### src/rtl/unified_mem_arbiter_pkg.sv
// Shared types and helpers for the unified memory arbiter.
package unified_mem_arbiter_pkg;

  // Arbiter operating phase.
  typedef enum logic [1:0] {
    ST_BOOT = 2'd0,
    ST_RUN  = 2'd1,
    ST_HALT = 2'd2
  } arb_state_e;

  // One-hot record of which requester owns the memory this cycle.
  typedef enum logic [2:0] {
    GNT_NONE  = 3'b000,
    GNT_EXT   = 3'b001,
    GNT_DATA  = 3'b010,
    GNT_FETCH = 3'b100
  } gnt_e;

  // Read-return channels: loads and instruction fetches.
  localparam int NUM_RD_PORTS = 2;
  localparam int RD_DATA      = 0;
  localparam int RD_FETCH     = 1;

  // Bits needed to hold a count from 0 up to max_count inclusive.
  function automatic int streak_width(input int max_count);
    return (max_count < 1) ? 1 : $clog2(max_count + 1);
  endfunction

  // Fixed priority loader > data > fetch. Data yields to a waiting fetch
  // once its streak has run out, but only while fetch is being served at all.
  function automatic gnt_e pick_grant(
    input logic       ext_req,
    input logic       d_req,
    input logic       f_req,
    input arb_state_e state,
    input logic       streak_full
  );
    logic data_ok;
    logic fetch_ok;
    data_ok  = (state != ST_BOOT) && !((state == ST_RUN) && f_req && streak_full);
    fetch_ok = (state == ST_RUN);
    if (ext_req)
      return GNT_EXT;
    else if (d_req && data_ok)
      return GNT_DATA;
    else if (f_req && fetch_ok)
      return GNT_FETCH;
    return GNT_NONE;
  endfunction

endpackage

### src/rtl/unified_mem_arbiter_streak_counter.sv
// Saturating counter of back-to-back data grants taken while fetch waits.
module unified_mem_arbiter_streak_counter
  import unified_mem_arbiter_pkg::*;
#(
  parameter int MAX_COUNT = 4
) (
  input  logic clk,
  input  logic srst,
  input  logic clr,
  input  logic inc,
  output logic at_limit
);

  localparam int CW = streak_width(MAX_COUNT);
  localparam logic [CW-1:0] LIMIT = CW'(MAX_COUNT);

  logic [CW-1:0] count_reg;
  logic [CW-1:0] count_next;

  // Clear wins over increment; increment stops at the limit.
  always_comb begin
    count_next = count_reg;
    if (clr)
      count_next = '0;
    else if (inc && (count_reg != LIMIT))
      count_next = count_reg + CW'(1);
  end

  // Count register.
  always_ff @(posedge clk) begin
    if (srst)
      count_reg <= '0;
    else
      count_reg <= count_next;
  end

  assign at_limit = (count_reg == LIMIT);

endmodule

### src/rtl/unified_mem_arbiter.sv
// Single-port memory shared by boot loader, data access and instruction fetch.
module unified_mem_arbiter
  import unified_mem_arbiter_pkg::*;
#(
  parameter int WORD_SIZE       = 32,
  parameter int ADDR_WIDTH      = 10,
  parameter int MAX_DATA_STREAK = 4
) (
  input  logic                  i_CLK,
  input  logic                  i_RST,
  input  logic                  i_ext_req,
  input  logic [WORD_SIZE-1:0]  i_ext_addr,
  input  logic [WORD_SIZE-1:0]  i_ext_data,
  input  logic                  i_boot_done,
  input  logic                  i_halt,
  input  logic                  i_d_req,
  input  logic                  i_d_we,
  input  logic [WORD_SIZE-1:0]  i_d_addr,
  input  logic [WORD_SIZE-1:0]  i_d_wdata,
  output logic                  o_d_gnt,
  output logic                  o_d_rvalid,
  output logic [WORD_SIZE-1:0]  o_d_rdata,
  input  logic                  i_f_req,
  input  logic [WORD_SIZE-1:0]  i_f_addr,
  output logic                  o_f_gnt,
  output logic                  o_f_rvalid,
  output logic [WORD_SIZE-1:0]  o_f_rdata,
  output logic [ADDR_WIDTH-1:0] o_mem_addr,
  output logic [WORD_SIZE-1:0]  o_mem_data,
  output logic                  o_mem_we,
  input  logic [WORD_SIZE-1:0]  i_mem_q
);

  arb_state_e             state_reg;
  arb_state_e             state_next;
  gnt_e                   gnt;
  logic [WORD_SIZE-1:0]   sel_addr;
  logic [WORD_SIZE-1:0]   mem_data;
  logic                   mem_we;
  logic                   streak_full;
  logic                   streak_clr;
  logic                   streak_inc;
  logic [NUM_RD_PORTS-1:0] rd_fire;
  logic [NUM_RD_PORTS-1:0] rd_valid;
  logic [WORD_SIZE-1:0]   rd_data [NUM_RD_PORTS];
  logic                   unused_addr_bits;

  // Phase register; HALT is only left through reset.
  always_ff @(posedge i_CLK) begin
    if (i_RST)
      state_reg <= ST_BOOT;
    else
      state_reg <= state_next;
  end

  // Next phase, grant decision and memory port steering.
  always_comb begin
    state_next = state_reg;
    gnt        = pick_grant(i_ext_req, i_d_req, i_f_req, state_reg, streak_full);
    sel_addr   = '0;
    mem_data   = '0;
    mem_we     = 1'b0;

    case (state_reg)
      ST_BOOT: if (i_boot_done) state_next = ST_RUN;
      ST_RUN:  if (i_halt) state_next = ST_HALT;
      ST_HALT: state_next = ST_HALT;
      default: state_next = ST_BOOT;
    endcase

    case (gnt)
      GNT_EXT: begin
        sel_addr = i_ext_addr;
        mem_data = i_ext_data;
        mem_we   = 1'b1;
      end
      GNT_DATA: begin
        sel_addr = i_d_addr;
        mem_data = i_d_wdata;
        mem_we   = i_d_we;
      end
      GNT_FETCH: begin
        sel_addr = i_f_addr;
      end
      default: begin
        sel_addr = '0;
      end
    endcase
  end

  // A fetch grant or an absent fetch request ends the streak; loader cycles leave it alone.
  assign streak_clr = !i_f_req || (gnt == GNT_FETCH);
  assign streak_inc = (gnt == GNT_DATA) && i_f_req;

  unified_mem_arbiter_streak_counter #(
    .MAX_COUNT(MAX_DATA_STREAK)
  ) u_streak (
    .clk     (i_CLK),
    .srst    (i_RST),
    .clr     (streak_clr),
    .inc     (streak_inc),
    .at_limit(streak_full)
  );

  // Memory interface: word address from the byte address; no write while in reset.
  assign o_mem_addr       = sel_addr[ADDR_WIDTH+1:2];
  assign o_mem_data       = mem_data;
  assign o_mem_we         = mem_we & ~i_RST;
  assign unused_addr_bits = ^{sel_addr[WORD_SIZE-1:ADDR_WIDTH+2], sel_addr[1:0]};

  assign o_d_gnt = (gnt == GNT_DATA);
  assign o_f_gnt = (gnt == GNT_FETCH);

  // Which read channels capture memory data on the coming edge.
  assign rd_fire[RD_DATA]  = (gnt == GNT_DATA) && !i_d_we;
  assign rd_fire[RD_FETCH] = (gnt == GNT_FETCH);

  genvar gi;
  generate
    for (gi = 0; gi < NUM_RD_PORTS; gi++) begin : g_rd
      logic                 valid_reg;
      logic [WORD_SIZE-1:0] data_reg;

      // One-cycle valid pulse; data holds until the next read on this channel.
      always_ff @(posedge i_CLK) begin
        if (i_RST) begin
          valid_reg <= 1'b0;
          data_reg  <= '0;
        end else begin
          valid_reg <= rd_fire[gi];
          if (rd_fire[gi])
            data_reg <= i_mem_q;
        end
      end

      assign rd_valid[gi] = valid_reg;
      assign rd_data[gi]  = data_reg;
    end
  endgenerate

  assign o_d_rvalid = rd_valid[RD_DATA];
  assign o_d_rdata  = rd_data[RD_DATA];
  assign o_f_rvalid = rd_valid[RD_FETCH];
  assign o_f_rdata  = rd_data[RD_FETCH];

endmodule
### config.mk
export PLATFORM = sky130hd
export DESIGN_NAME = unified_mem_arbiter
export DESIGN_NICKNAME = d
export VERILOG_FILES = /design/src/rtl/unified_mem_arbiter_pkg.sv /design/src/rtl/unified_mem_arbiter_streak_counter.sv /design/src/rtl/unified_mem_arbiter.sv
export SDC_FILE = /design/constraint.sdc
export NUM_CORES = 1
export LEC_CHECK = 0
export CORE_AREA = 4 4 117 119
export CTS_BUF_LIST = sky130_fd_sc_hd__clkbuf_4 sky130_fd_sc_hd__clkbuf_8
export DETAILED_ROUTE_END_ITERATION = 12
export DIE_AREA = 0 0 121 123
export GPL_TIMING_DRIVEN = 0
export PLACE_DENSITY_LB_ADDON = 0.25
export SYNTH_ARGS = -nofsm -noshare
export SYNTH_HDL_FRONTEND = slang
export SYNTH_SLANG_ARGS = --single-unit
### constraint.sdc
create_clock -name i_CLK -period 1.8 [get_ports i_CLK]
set_input_delay 0.36 -clock i_CLK [delete_from_list [all_inputs] [get_ports i_CLK]]
set_output_delay 0.36 -clock i_CLK [all_outputs]
set_load 0.01 [all_outputs]
==> results by group <==
Timing
  – Slew Viols, Final: 0
  – Final setup viols: 77
  – Worst setup margin: -0.5085 ns
  – Fin. Hold Viols: 0
  – Peak Freq: 0.4332 GHz
  – Tmin final: 2.308 ns
  – RSZ-0062 raised after global routing: yes
  – Worst slew pin tran: 0.6925 ns
  – Slew margin rel.: 0.5383
  – Worst Skew: 0.009354 ns
  – Tcrit/Tclk final: 1.282

Route
  – Drt drc: 0
  – Routed Wire Length: 16.50 mm
  – DR WL/cell: 17.99 um
  – Via/cell ratio: 4.588
  – Initial DRC Count: 128
  – Vias: 4207
  – Pre-antenna DRT Iters: 4
  – Routed Antenna Nets: 0

Worst hold path
  – Worst hold path class: register to register
  – Hold Startpoint: o_d_rdata[27]
  – Hold path endpoint: o_d_rdata[27]
  – Hold path depth: 2

Yosys
  – Synth Area in Compound Gates: 0.2073
  – Adder-cell share of the synthesized area: 0.01524
  – Post-synth cell types: 30
  – Synth Instances: 458
  – Top_reg_cell synth: dfxtp_1
  – Main combinational cell family by area after synthesis: simple AND/OR/NAND/NOR gates
  – Synthesized area: 3283 um^2
  – XOR/XNOR share of the synthesized area: 0.005335
  – Asr flop ratio synth: 0
  – Area share of the leading cell type in the synthesized netlist: 0.4329
  – Area contributors post-synth: dfxtp_1, nand2_1, a21oi_1, o21ai_0, buf_6
  – Sequential area share after synthesis: 0.4329
  – Mean Syn Cell Area: 7.168 um^2
  – Synth Register Bits: 71
  – Yosys top cell by area: dfxtp_1
  – Post-Synth Simple-Gate Area: 0.2603
  – Syn nets: 662
  – Syn. warnings: 0
  – Multiplexer share of the synthesized area: 0.003049
  – Number of flops mapped to enable cells by yosys: 0

Final layout
  – Layout cell share with drive strength beyond 1: 0.2121
  – Non-Filler Instances: 917
  – Filler cells: 1220
  – Nets@finish: 944
  – Area Overhead vs Synth: 98.93%
  – # diodes: 0

Setup path
  – Buf/Inv on CP: 5
  – Crit. End Element: output port
  – Critical-path cell list: inv_2 -> ha_4 -> nor2b_4 -> a211o_1 -> buf_6 -> inv_8 -> buf_8 -> a22o_1 -> a21o_1 -> buf_2
  – Worst path required time: 1.44 ns
  – CP Max Fanout: 8
  – Top delay family on crit path: compound AO/OA/AOI/OAI gates
  – CP peak stage delay: 0.37 ns
  – Critical Path Start Type: register
  – Reg2reg path depth: 8
  – Critical path class: register to output port
  – Worst R2R End: o_d_rdata[25]
  – Beginning of the worst register-to-register path: state_reg[0]
  – Internal reg-to-reg setup slack: -0.17 ns
  – Slowest cell on crit path: dfxtp_4
  – CP arrival: 1.95 ns

Pwr
  – Register share of total power: 0.397
  – Comb pwr share: 0.311
  – Net Switching: 1.300 mW
  – Pwr per Cell Area: 638.6 nW/um^2
  – Clock Power Share: 0.292
  – Total internal power: 2.871 mW
  – Sw Share: 0.3116
  – Worst vdd ir: 409.9 uV
  – Leakage power: 2.511 nW

Place
  – Setup WS pre-CTS: -1.198 ns
  – Number of port buffers: 242
  – Placed insts: 872
  – Dpl hpwl: 12.66 mm
  – GPL Wtd Cong: 0.8903

GRT
  – Overflow left after global routing: 0
  – Pin count of the biggest net entering global routing: 16
  – Vias in the first global route: 4241
  – First-pass GRT wire length: 23.81 mm
  – Initial antenna violation count: 0
  – Total global-route track usage: 0.2106

Clocking
  – Worst-path clk slew: 0.08 ns
  – TritonCTS Buffers: 9
  – Clock buffer depth: 2
  – H-tree levels: 3
  – TritonCTS clock tree: built
  – CTS Sinks: 71
  – Clk Latency, worst-skew pair: 0.34 ns
  – CTS Hold Bufs: 0
  – Clk root buf: clkbuf_8

Floorplanning
  – Die Footprint: 14880 um^2
  – Die Y: 123 um
  – DIE WIDTH: 121 um
  – Starting Density: 0.2612
  – Total core area: 12570 um^2
  – Cell Rows: 41
  – IO Pins: 311

Run status
  – Status: finished, violations left
  – Failing checks: negative setup slack

Flow run
  – Max_cap viols: 0
==> how the worst max path moves through the flow <==
stage,from,slack [ns],cells after the start,to
CTS,state_reg[0],-0.53,10,o_mem_addr[5]
detailed placement,i_d_req,-1.20,8,o_mem_data[3]
finish,state_reg[0],-0.51,10,o_mem_addr[3]
global route,state_reg[0],-0.61,10,o_mem_addr[3]
global placement,i_d_req,-1.17,8,o_mem_data[3]
floorplan,state_reg[1],0.006,9,o_mem_addr[2]
==> layer usage <==
metal,GRT usage,wire (um)
met5,0,0
met4,0.03683,165
met3,0.1011,1902
met2,0.3595,7496
met1,0.2434,6933
==> power groups by stage <==
stage | combinational [mW] | sequential [mW] | clock [mW]
final | 1.30 | 1.65 | 1.22
after global routing | 1.39 | 1.66 | 1.34
after CTS | 1.27 | 1.66 | 1.26
after detailed placement | 1.14 | 1.69 | 0
after global placement | 1.13 | 1.68 | 0
after floorplan | 0.416 | 1.70 | 0
==> stage by stage <==
step | setup TNS, ns | cell area [um^2] | util | hold WS [ns] | total power, mW
2_1_floorplan | 0 | 3297 | - | 0.4375 | 2.121
3_3_place_gp | -57.51 | 5934 | 0.4722 | 0.4420 | 2.813
3_5_place_dp | -60.16 | 5934 | 0.4722 | 0.4496 | 2.823
4_1_cts | -22.16 | 6431 | 0.5117 | 0.4616 | 4.184
5_1_grt | -28.79 | 6531 | 0.5197 | 0.4795 | 4.390
6_report | -21.07 | 6531 | 0.5197 | 0.4582 | 4.171
==> worst register-to-register path: cells and delay by family (launching register included) <==
| family | cells | cell delay (ns) |
|---|---|---|
| buffers and inverters | 3 | 0.45 |
| flip-flops | 1 | 0.37 |
| adder cells (fa/ha/maj) | 1 | 0.16 |
| AND/OR/NAND/NOR | 3 | 0.81 |
| AO/OA/AOI/OAI | 1 | 0.12 |
==> cells by family after synthesis <==
family	Yosys count
DFF	71
xor gates and xnor gates	2
adders and majority gates	4
muxes	1
buffers and inverters	43
and+or+nand+nor	215
AOI/OAI and AO/OA	122
==> cell type report <==
class                           instances  area (um^2)  area share
Timing Repair Buffer                  272         2603      0.3985
Multi-Input combinational cell        344         1773      0.2715
Sequential cell                        71         1429      0.2188
Buffer                                 36        289.0     0.04425
Tap cell                              172        215.2     0.03295
Clock buffer                            9        123.9     0.01897
Clock inverter                          7        66.31     0.01015
Inverter                                6        32.53    0.004981
==> cell usage in the layout (no fill, tap or decap), drive strengths merged <==
cell type,netlist,layout
nand3b,1,1
nor4b,1,1
bufbuf,0,1
a21o,10,10
o21ai,32,32
a21oi,67,67
nor4,1,1
a31oi,1,1
a211o,1,1
clkdlybuf4s50,0,195
dfxtp,71,71
a211oi,1,1
xnor2,1,1
xor2,1,1
clkinv,0,3
nand2,196,196
nor2,7,7
a22o,10,10
clkbuf,20,29
dlygate4sd2,0,2
nor2b,2,2
and2,2,2
ha,4,4
inv,6,8
nand3,1,1
or2b,1,1
nand2b,1,1
clkinvlp,0,2
mux2i,1,1
buf,17,90
nand4,2,2
==> synth_stat cells (all sizes together) (2+ instances only) <==
cell    instances
a21o           10
buf            17
nand4           2
dfxtp          71
nor2b           2
a22o           10
nor2            7
o21ai          32
clkbuf         20
nand2         196
and2            2
a21oi          67
ha              4
inv             6
==> timing repair <==
action                                  CTS  global route
setup buffers                            22             2
cloned                                    6             1
gates resized for setup                 278            22
pin swaps                                24            19
endpoints found under the setup margin   72            92
Power figures use the tool's default switching activity.
